File: config.mk
export PLATFORM = sky130hd
export DESIGN_NAME = gpio_in_irq
export DESIGN_NICKNAME = d
export VERILOG_FILES = /design/src/rtl/gpio_in_irq.sv
export SDC_FILE = /design/constraint.sdc
export NUM_CORES = 1
export LEC_CHECK = 0
export CAP_MARGIN = 15
export CORE_UTILIZATION = 53
export DETAILED_ROUTE_END_ITERATION = 8
export PLACE_DENSITY = 0.75
export RECOVER_POWER = 25
export SETUP_SLACK_MARGIN = 0.05
export SLEW_MARGIN = 15
export SYNTH_ARGS = -nofsm -noshare
export SYNTH_HDL_FRONTEND = slang
export SYNTH_SLANG_ARGS = --single-unit
File: constraint.sdc
create_clock -name clk -period 2 [get_ports clk]
set_clock_uncertainty 0.05 [all_clocks]
set_input_delay 0.4 -clock clk [delete_from_list [all_inputs] [get_ports clk]]
set_output_delay 0.4 -clock clk [all_outputs]
set_load 0.02 [all_outputs]
File: src/rtl/gpio_in_irq.sv
// Input-side GPIO: 2-flop synchronizer and per-line debounce FSM for each switch line,
// edge-select pending register with write-1-to-clear, and a masked level interrupt.
module gpio_in_irq #(
  parameter int WIDTH           = 4,
  parameter int DEBOUNCE_CYCLES = 1000000,
  parameter int CNT_W           = 20
) (
  input  logic             clk,
  input  logic             rst,
  input  logic [WIDTH-1:0] sw_in,
  input  logic [WIDTH-1:0] edge_rise,
  input  logic [WIDTH-1:0] irq_mask,
  input  logic             clr_valid,
  input  logic [WIDTH-1:0] clr_mask,
  output logic [WIDTH-1:0] sw_value,
  output logic [WIDTH-1:0] pending,
  output logic             irq
);

  typedef enum logic {
    ST_STABLE   = 1'b0,
    ST_SETTLING = 1'b1
  } state_t;

  localparam logic [CNT_W-1:0] CNT_LAST = CNT_W'(DEBOUNCE_CYCLES - 1);
  localparam logic [CNT_W-1:0] CNT_ONE  = CNT_W'(1);
  localparam logic [CNT_W-1:0] CNT_ZERO = CNT_W'(0);

  logic [WIDTH-1:0] sync1_r;
  logic [WIDTH-1:0] sync2_r;
  logic [WIDTH-1:0] sw_value_r;
  logic [WIDTH-1:0] pending_r;
  logic             irq_r;
  state_t           state_r [WIDTH];
  logic [CNT_W-1:0] cnt_r   [WIDTH];

  logic [WIDTH-1:0] ev_s;
  logic [WIDTH-1:0] sw_value_next_s;
  logic [WIDTH-1:0] sel_s;
  logic [WIDTH-1:0] clr_s;

  // Two-stage synchronizer; only sync2_r is consumed downstream.
  always_ff @(posedge clk) begin
    if (rst) begin
      sync1_r <= {WIDTH{1'b0}};
      sync2_r <= {WIDTH{1'b0}};
    end else begin
      sync1_r <= sw_in;
      sync2_r <= sync1_r;
    end
  end

  // Acceptance strobe and qualified edge select, needed in the same cycle sw_value updates.
  always_comb begin
    ev_s            = {WIDTH{1'b0}};
    sw_value_next_s = sw_value_r;
    sel_s           = {WIDTH{1'b0}};
    for (int i = 0; i < WIDTH; i++) begin
      ev_s[i] = (state_r[i] == ST_SETTLING) && (sync2_r[i] != sw_value_r[i]) &&
                (cnt_r[i] == CNT_LAST);
      if (ev_s[i]) begin
        sw_value_next_s[i] = sync2_r[i];
      end else begin
        sw_value_next_s[i] = sw_value_r[i];
      end
      sel_s[i] = ev_s[i] & (sw_value_next_s[i] == edge_rise[i]);
    end
    if (clr_valid) begin
      clr_s = clr_mask;
    end else begin
      clr_s = {WIDTH{1'b0}};
    end
  end

  // Per-line debounce FSM: a new level must persist CNT_LAST+1 consecutive cycles.
  always_ff @(posedge clk) begin
    if (rst) begin
      sw_value_r <= {WIDTH{1'b0}};
      for (int i = 0; i < WIDTH; i++) begin
        state_r[i] <= ST_STABLE;
        cnt_r[i]   <= CNT_ZERO;
      end
    end else begin
      for (int i = 0; i < WIDTH; i++) begin
        case (state_r[i])
          ST_STABLE: begin
            if (sync2_r[i] != sw_value_r[i]) begin
              state_r[i] <= ST_SETTLING;
              cnt_r[i]   <= CNT_ONE;
            end else begin
              state_r[i] <= ST_STABLE;
              cnt_r[i]   <= CNT_ZERO;
            end
          end
          ST_SETTLING: begin
            if (sync2_r[i] == sw_value_r[i]) begin
              state_r[i] <= ST_STABLE;
              cnt_r[i]   <= CNT_ZERO;
            end else if (cnt_r[i] == CNT_LAST) begin
              sw_value_r[i] <= sync2_r[i];
              state_r[i]    <= ST_STABLE;
              cnt_r[i]      <= CNT_ZERO;
            end else begin
              cnt_r[i] <= cnt_r[i] + CNT_ONE;
            end
          end
          default: begin
            state_r[i] <= ST_STABLE;
            cnt_r[i]   <= CNT_ZERO;
          end
        endcase
      end
    end
  end

  // Pending latch (set beats clear) and interrupt level from the current pending state.
  always_ff @(posedge clk) begin
    if (rst) begin
      pending_r <= {WIDTH{1'b0}};
      irq_r     <= 1'b0;
    end else begin
      pending_r <= (pending_r & ~clr_s) | sel_s;
      irq_r     <= |(pending_r & irq_mask);
    end
  end

  assign sw_value = sw_value_r;
  assign pending  = pending_r;
  assign irq      = irq_r;

endmodule

==> results.yml, run 1 <==
route:
  vias_per_cell: 5.40
  drt_wl_total_mm: 12.1
  first_pass_iters: 4
  postRouteAntennaNets: 0
  drt-wirelength-per-cell_um: 14.5
  drc: 0
  vias: 4491
  initialDrtViolationCount: 157
placed_design:
  gp_routability_congestion: 0.902
  dpl.hpwl_mm: 8.31
  port_buffers: 27
  post-place-ws_ns: -0.0591
global_route:
  grt_pass1_vias: 4202
  overflow: 0
  grt_util_all_layers: 0.229
  grt_pass1_wl_mm: 18.6
  grt_max_degree: 22
  antenna_found_initial: 1
layout:
  final_util: 0.716
  nNetsFinal: 715
  drive_gt1_frac: 0.202
  synthToLayoutAreaGrowth_pct: 30.7
worst_setup_path:
  reg2reg_to: "cnt_r[1][0]$_SDFFCE_PN0P_"
  r2r-start: "cnt_r[1][15]$_SDFFCE_PN0P_"
  rr_worst_depth: 5
  cp-end-kind: "flop"
  required_ns: 2.08
  crit_fanout: 6
  worst-r2r-setup-slack_ns: -0.07
  cp.arrival_ns: 2.15
  critical_path_class: "reg -> reg"
  cp-start-kind: "flop"
run:
  cap_violations: 0
sta:
  hold_viol_final: 0
  maxSlewViolCount: 0
  max_freq_ghz: 0.484
  timing.final.ws_setup_ns: -0.0672
  holdWs_ns: 0.405
  fin_crit_sh: 1.03
  setup_viol: 35
  rsz0062_at_grt: "yes"
  finalCriticalPeriod_ns: 2.07
floorplanning:
  floorplan.rows: 36
  pin_count: 28
  dieHeight_um: 102
  fp.dieW_um: 102
  die_area_um2: 10500
  initial_core_util: 0.547
  core-area_um2: 9770
clock_tree:
  h-tree-depth: 3
  cts_buffers: 9
  numClockSinks: 101
  cts_tree: "built"
  ctsLongestPathBuffers: 2
  path_clk_slew_ns: 0.10
  root_buffer: "clkbuf_8"
  cts_hold_buf: 0
  worst_skew_pair.late_latency_ns: 0.37
hold_path:
  hold_class: "reg -> reg"
  worstHoldPathCells: 1
  min_from: "sync1_r[2]$_SDFF_PP0_"
  hold_path_end: "sync2_r[2]$_SDFF_PP0_"
logic_synthesis:
  syn_area_um2: 5350
  seq_area_frac_synth: 0.535
  synth_warnings: 0
  synth_cells: 520
  synth-edff-count: 84
  synthMostInstantiatedCell: "edfxtp_1"
  synthArstFlopShare: 0
  syn_avg_cell_area_um2: 10.3
  ys_top_cells_by_area: "edfxtp_1, dfxtp_1, xor2_1"
  yosysTopAreaCellShare: 0.471
  synth.ff_latch_count: 101
  yosys.cell_types.count: 43
  synthFlopType: "edfxtp_1"
  synthTopCellsByCount: "edfxtp_1, nor2_1, nand2_1"
  yosysTopAreaCell: "edfxtp_1"
power_and_ir_drop:
  p_leak_nw: 2.43
  peakVddDrop_v: 0.000288
  power.density_nw_per_um2: 552
outcome:
  outcome: "complete, but fails checks"
  failed_checks: "negative setup slack"
-- how the worst max path moves through the flow --
stage	cells after the start	end	slack, ns	from
2_1_floorplan	5	cnt_r[3][18]$_SDFFCE_PN0P_	-0.008	cnt_r[3][6]$_SDFFCE_PN0P_
3_3_place_gp	5	cnt_r[1][8]$_SDFFCE_PN0P_	-0.003	cnt_r[1][15]$_SDFFCE_PN0P_
3_5_place_dp	5	cnt_r[1][18]$_SDFFCE_PN0P_	-0.06	cnt_r[1][15]$_SDFFCE_PN0P_
4_1_cts	5	cnt_r[3][14]$_SDFFCE_PN0P_	-0.04	cnt_r[3][15]$_SDFFCE_PN0P_
5_1_grt	5	cnt_r[3][17]$_SDFFCE_PN0P_	-0.13	cnt_r[3][15]$_SDFFCE_PN0P_
6_report	5	cnt_r[1][0]$_SDFFCE_PN0P_	-0.07	cnt_r[1][15]$_SDFFCE_PN0P_
-- per-stage QoR --
| stage | instance area [um^2] | total power, W | std cells | setup TNS, ns |
|---|---|---|---|---|
| finish | 7000 | 0.00386 | 831 | -1.39 |
| global route | 7000 | 0.00398 | 831 | -3.49 |
| CTS | 6760 | 0.00386 | 824 | -0.434 |
| detailed placement | 6490 | 0.00269 | 802 | -1.07 |
| global placement | 6490 | 0.00268 | 802 | -0.00636 |
| floorplan | 5680 | 0.00256 | 599 | -0.0591 |
-- logic make-up after synthesis --
kind of cell | synth area share
xor+xnor | 0.0884
flops | 0.535
fa+ha+maj | 0.00935
buf+inv | 0.0245
compound gates | 0.0776
simple gates | 0.264
other cells | 0.000701
-- registers in the layout (all words and copies together) (netlist names) --
name      count
cnt_r        80
irq           1
pending       4
state_r       4
sw_value      4
sync1_r       4
sync2_r       4
-- power breakdown --
part,leakage [nW],switching [W],internal [W]
Clock,0.0865,0.000708,0.000478
Sequential,1.01,0.0000632,0.00234
Combinational,1.33,0.000142,0.000132
Total,2.43,0.000913,0.00295
-- layer usage --
metal  GRT usage  part of all wire
met1       0.278              0.43
met2       0.395              0.52
met3      0.0301             0.033
met4       0.120             0.022
met5           0                 0
-- placed cells by master (no fill, tap or decap), drive strengths merged, types with 15 or more instances in the layout --
cell type       n
xnor2          26
or4            21
buf            69
nor2           57
a21oi          31
inv            15
conb           80
edfxtp         84
dfxtp          17
nand2          43
o31ai          15
nand4          21
nand3          33
clkdlybuf4s50  26
xor2           28
-- area by class of cell --
| cell class | count | area [um^2] |
|---|---|---|
| Multi-Input combinational cell | 466 | 2890 |
| Sequential cell | 101 | 2860 |
| Fill cell | 727 | 2780 |
| Timing Repair Buffer | 99 | 847 |
| Tap cell | 133 | 166 |
| Clock buffer | 11 | 141 |
| Inverter | 15 | 56.3 |
| Clock inverter | 5 | 26.3 |
| Antenna cell | 1 | 2.50 |
-- worst max-delay path, cell delays in order, from the launching register on --
cell and delay (ns):
edfxtp_1 0.42, or3b_4 0.41, or4_4 0.46, o21bai_4 0.23, buf_6 0.18, o21bai_1 0.07
-- timing repair --
action / in CTS / in global routing
setup buffers: 5 / 6
pin swaps: 4 / 24
setup endpoints to repair: 48 / 85
resized for setup: 18 / 59
gates cloned: 1 / 0
Power figures use the tool's default switching activity.
==> inputs of run 2 (changes only) <==
--- a/config.mk
+++ b/config.mk
@@ -10,8 +10,7 @@
 export DETAILED_ROUTE_END_ITERATION = 8
 export PLACE_DENSITY = 0.75
 export RECOVER_POWER = 25
-export SETUP_SLACK_MARGIN = 0.05
-export SLEW_MARGIN = 15
+export SETUP_SLACK_MARGIN = 0.3
 export SYNTH_ARGS = -nofsm -noshare
 export SYNTH_HDL_FRONTEND = slang
 export SYNTH_SLANG_ARGS = --single-unit
==> run 2 against run 1 <==
The run still ends with negative setup slack left. Count of clock-buffer cells in the layout fell by 1. Non-clock buffer count rose by 22. Via count rose by 4.5%. Critical path depth did not move. Final area rose by 6.9%. Flip-flop and latch count did not move. Register-to-register slack barely moved. Sequential share of layout area fell by 2.6 points. Setup slack improved by 0.0075 ns. Final cell count rose by 2.5%. Total power rose by 6.2%. Hold slack got worse by 0.0097 ns. Largest power group unchanged.
==> results.yml, run 2 (synthesized netlist as in run 1, its figures left out) <==
sta:
  timing.final.ws_setup_ns: -0.0597
  maxSlewViolCount: 0
  setup_viol: 30
  fin_crit_sh: 1.03
  finalCriticalPeriod_ns: 2.06
  max_freq_ghz: 0.486
  hold_viol_final: 0
  rsz0062_at_grt: "yes"
clock_tree:
  h-tree-depth: 3
  worst_skew_pair.late_latency_ns: 0.39
  path_clk_slew_ns: 0.10
  ctsLongestPathBuffers: 2
  root_buffer: "clkbuf_8"
  cts_hold_buf: 0
  cts_buffers: 9
  cts_tree: "built"
  numClockSinks: 101
power_and_ir_drop:
  peakVddDrop_v: 0.000346
  power.density_nw_per_um2: 549
  p_leak_nw: 2.62
layout:
  nNetsFinal: 737
  final_cell_mix: "edfxtp_1, conb_1, buf_4"
  regMostFlops: "cnt_r"
  mostFrequentLayoutCell: "edfxtp_1"
  largest_reg_flops: 80
  final_area_um2: 7480
  antenna_cells: 0
  synthToLayoutAreaGrowth_pct: 39.8
  final_util: 0.765
  drive_gt1_frac: 0.288
route:
  postRouteAntennaNets: 0
  initialDrtViolationCount: 162
  vias: 4695
  drc: 0
  drt-wirelength-per-cell_um: 15.7
  drt_wl_total_mm: 13.4
  first_pass_iters: 4
  vias_per_cell: 5.51
floorplanning:
  dieHeight_um: 102
  initial_core_util: 0.547
  floorplan.rows: 36
  core-area_um2: 9770
  die_area_um2: 10500
  pin_count: 28
  fp.dieW_um: 102
global_route:
  grtUsageMet3: 0.0417
  grt_util_all_layers: 0.253
  grt_pass1_wl_mm: 20.2
  overflow: 0
  grt_max_degree: 18
  antenna_found_initial: 0
  top_usage_layer: "met2"
  grt_use_met1: 0.314
  grt_pass1_vias: 4359
  grt_use_met2: 0.439
worst_setup_path:
  crit_fanout: 14
  required_ns: 2.08
  cp-start-kind: "flop"
  cp-end-kind: "flop"
  critical_path_class: "reg -> reg"
  cp.arrival_ns: 2.14
placed_design:
  port_buffers: 27
  dpl-instance-area_um2: 6470
  dpl.hpwl_mm: 8.37
  gp_routability_congestion: 0.827
outcome:
  failed_checks: "negative setup slack"
  outcome: "complete, but fails checks"
run:
  cap_violations: 0
hold_path:
  hold_class: "reg -> reg"
==> run 2: changes by cell type in the layout (fill, tap and decap cells not counted), moves of 4 or more <==
cell             previous run  this run
dlygate4sd2_1               0         9
a21oi_1                    20        13
nor2_4                     10        21
buf_4                      62        72
nor4_1                     12         8
nor2_1                     40        21
nor2_2                      7        15
clkdlybuf4s50_1            26        17
a21oi_2                    11        18
buf_6                       4        12
==> run 2: critical path, stage by stage, from the launching register on <==
cell and delay (ns):
edfxtp_1 0.41, or3b_4 0.41, or4_4 0.42, o211ai_1 0.25, buf_6 0.20, a21oi_1 0.06
==> run 2: area by class of cell <==
class / count / area, um^2
Clock buffer: 10 / 138
Clock inverter: 6 / 71.3
Fill cell: 645 / 2290
Inverter: 15 / 56.3
Multi-Input combinational cell: 466 / 3160
Sequential cell: 101 / 2860
Tap cell: 133 / 166
Timing Repair Buffer: 121 / 1020
==> run 2: final timing paths <==
check / end / startpoint / depth (start not counted) / slack [ns]
worst max-delay path: cnt_r[3][15]$_SDFFCE_PN0P_ / cnt_r[3][15]$_SDFFCE_PN0P_ / 5 / -0.06
worst min-delay path: sync2_r[3]$_SDFF_PP0_ / sync1_r[3]$_SDFF_PP0_ / 1 / 0.40
worst max register to register: cnt_r[3][15]$_SDFFCE_PN0P_ / cnt_r[3][15]$_SDFFCE_PN0P_ / 5 / -0.06
worst min register to register: sync2_r[3]$_SDFF_PP0_ / sync1_r[3]$_SDFF_PP0_ / 1 / 0.40
==> run 2: repair_timing <==
item | in CTS | in global routing
setup endpoints to repair | 95 | 90
resized for setup | 80 | 61
buffers inserted | 26 | 14
cloned | 4 | 0
pin swaps | 29 | 29
==> run 2: where the power goes <==
part           leakage, nW  switching (W)  internal, W  total [W]
Combinational         1.50       0.000159     0.000141   0.000300
Clock               0.0991       0.000773     0.000621    0.00139
Sequential            1.01      0.0000691      0.00234    0.00241
==> run 2: metrics by stage <==
step / setup slack, ns / hold slack, ns / instances / total power (W) / TNS (ns)
final: -0.0597 / 0.396 / 852 / 0.00410 / -0.902
after global routing: -0.134 / 0.410 / 852 / 0.00422 / -3.30
after CTS: -0.0750 / 0.395 / 838 / 0.00407 / -0.758
after detailed placement: -0.0876 / 0.372 / 792 / 0.00269 / -2.01
after global placement: -0.0249 / 0.368 / 792 / 0.00268 / -0.357
after floorplan: -0.00661 / 0.364 / 599 / 0.00257 / -0.0537
==> run 2: routing by layer <==
layer,part of all wire,wire length [um]
met1,0.43,5760
met2,0.50,6750
met3,0.040,537
met4,0.026,355
met5,0,0
==> inputs of run 3 (changes only) <==
--- a/config.mk
+++ b/config.mk
@@ -8,9 +8,11 @@
 export CAP_MARGIN = 15
 export CORE_UTILIZATION = 53
 export DETAILED_ROUTE_END_ITERATION = 8
-export PLACE_DENSITY = 0.75
+export GPL_TIMING_DRIVEN = 0
+export PLACE_DENSITY = 0.72
 export RECOVER_POWER = 25
 export SETUP_SLACK_MARGIN = 0.3
+export SKIP_CTS_REPAIR_TIMING = 1
 export SYNTH_ARGS = -nofsm -noshare
 export SYNTH_HDL_FRONTEND = slang
 export SYNTH_SLANG_ARGS = --single-unit
==> constraint.sdc (replaced) <==
create_clock -name clk -period 2.65 [get_ports clk]
set_clock_uncertainty 0.05 [all_clocks]
set_input_delay 0.53 -clock clk [delete_from_list [all_inputs] [get_ports clk]]
set_output_delay 0.53 -clock clk [all_outputs]
set_load 0.02 [all_outputs]
==> run 3 against run 2 <==
The run now ends clean. Final area shrank 14%. Sequential power shrank 24%. Hold slack is essentially flat. Wire length shrank 21%. Combinational power shrank 52%. Final cell count shrank 8.2%. Register-to-register slack gained 0.37 ns. Total power shrank 24%. Count of clock-buffer cells in the layout grew 3. Via count shrank 12%. Non-clock buffer count shrank 70.
==> results.yml, run 3 (synthesized netlist as in run 1, its figures left out) <==
outcome:
  outcome: "finished clean"
layout:
  drive_gt1_frac: 0.0678
  synthToLayoutAreaGrowth_pct: 19.5
  final_util: 0.655
  largest_reg_flops: 80
  fillers: 843
  mostFrequentLayoutCell: "edfxtp_1"
  nNetsFinal: 667
  antenna_cells: 0
  regMostFlops: "cnt_r"
  final_cell_mix: "edfxtp_1, conb_1, nor2_1"
route:
  drt-wirelength-per-cell_um: 13.5
  postRouteAntennaNets: 0
  drt_wl_total_mm: 10.6
  vias_per_cell: 5.28
  vias: 4128
  drc: 0
  initialDrtViolationCount: 119
  first_pass_iters: 4
clock_tree:
  path_clk_slew_ns: 0.09
  cts_tree: "built"
  root_buffer: "clkbuf_8"
  h-tree-depth: 3
  numClockSinks: 101
  ctsLongestPathBuffers: 2
  worst_skew_pair.late_latency_ns: 0.37
  cts_buffers: 9
worst_setup_path:
  cp-start-kind: "flop"
  crit_fanout: 5
  required_ns: 2.70
  cp.arrival_ns: 2.39
  critical_path_class: "reg -> reg"
  rr_worst_depth: 6
  cp-end-kind: "flop"
sta:
  tightestPinTransition_ns: 0.523
  max_freq_ghz: 0.427
  setup_viol: 0
  tns_ns: 0
  finalCriticalPeriod_ns: 2.34
  maxSlewViolCount: 0
  slew_headroom: 0.647
  rsz0062_at_grt: "no"
  hold_viol_final: 0
  fin_crit_sh: 0.884
floorplanning:
  die_area_um2: 10500
  core-area_um2: 9770
  fp.dieW_um: 102
  dieHeight_um: 102
  initial_core_util: 0.547
  pin_count: 28
  floorplan.rows: 36
placed_design:
  gp_routability_congestion: 0.809
  dpl.hpwl_mm: 7.79
  port_buffers: 27
global_route:
  antenna_found_initial: 0
  grt_max_degree: 17
  grt_util_all_layers: 0.215
  grt_pass1_vias: 3963
  grt_pass1_wl_mm: 17.5
  overflow: 0
hold_path:
  worstHoldPathCells: 1
  hold_class: "reg -> reg"
run:
  cap_violations: 0
power_and_ir_drop:
  p_leak_nw: 2.16
  power.density_nw_per_um2: 485
  peakVddDrop_v: 0.000296
-- run 3: cell count changes in the layout (fill, tap and decap cells not counted), sizes merged --
cell,before,now
inv,16,15
clkinvlp,2,1
clkdlybuf4s15,0,1
clkinv,2,0
clkdlybuf4s50,17,20
buf,89,11
dlygate4sd2,9,0
bufinv,1,2
clkbuf,15,25
dlygate4sd3,1,7
-- run 3: area by class of cell --
| type | instances | area [um^2] | area share |
|---|---|---|---|
| plain buffers | 17 | 88.8 | 0.0139 |
| clock buffers | 13 | 170 | 0.0266 |
| clock inverters | 3 | 67.6 | 0.0106 |
| inverters | 15 | 56.3 | 0.00880 |
| multi-input cells | 466 | 2660 | 0.416 |
| flip-flops and latches | 101 | 2860 | 0.447 |
| well taps | 133 | 166 | 0.0260 |
| repair buffers | 34 | 327 | 0.0510 |
-- run 3: critical path, stage by stage (launching register included) --
cell and delay (ns):
edfxtp_1 0.43, or3b_2 0.50, or4_1 0.45, o211ai_1 0.18, buf_4 0.16, clkdlybuf4s15_2 0.26
a21oi_1 0.06
-- run 3: routing by layer --
layer  wire length (um)  GRT usage  up-vias  part of all wire
met4                 99     0.0593        0            0.0094
met2               5220      0.374       64              0.49
li1                   -          -     2106                 -
met5                  0          0        -                 0
met1               4930      0.271     1947              0.47
met3                330     0.0445       11             0.031
-- run 3: worst paths after layout --
check	from	to	slack (ns)
setup / recovery	cnt_r[3][15]$_SDFFCE_PN0P_	cnt_r[3][19]$_SDFFCE_PN0P_	0.31
hold / removal	sync1_r[3]$_SDFF_PP0_	sync2_r[3]$_SDFF_PP0_	0.40
setup reg to reg	cnt_r[3][15]$_SDFFCE_PN0P_	cnt_r[3][19]$_SDFFCE_PN0P_	0.31
hold reg to reg	sync1_r[3]$_SDFF_PP0_	sync2_r[3]$_SDFF_PP0_	0.40
-- run 3: metrics by stage --
stage	setup slack [ns]	cell area [um^2]	instances	hold WS, ns	power, W
floorplan	0.539	5650	599	0.364	0.00193
global placement	0.320	6080	759	0.369	0.00199
detailed placement	0.254	6080	759	0.375	0.00200
CTS	0.233	6320	775	0.402	0.00312
global route	0.263	6400	782	0.409	0.00322
finish	0.308	6400	782	0.396	0.00311
-- run 3: where the power goes --
part / switching [W] / internal [W] / leakage, nW / total, W
Sequential: 0.0000575 / 0.00177 / 1.01 / 0.00182
Clock: 0.000520 / 0.000617 / 0.115 / 0.00114
Combinational: 0.0000768 / 0.0000680 / 1.03 / 0.000145
Total: 0.000654 / 0.00245 / 2.16 / 0.00311
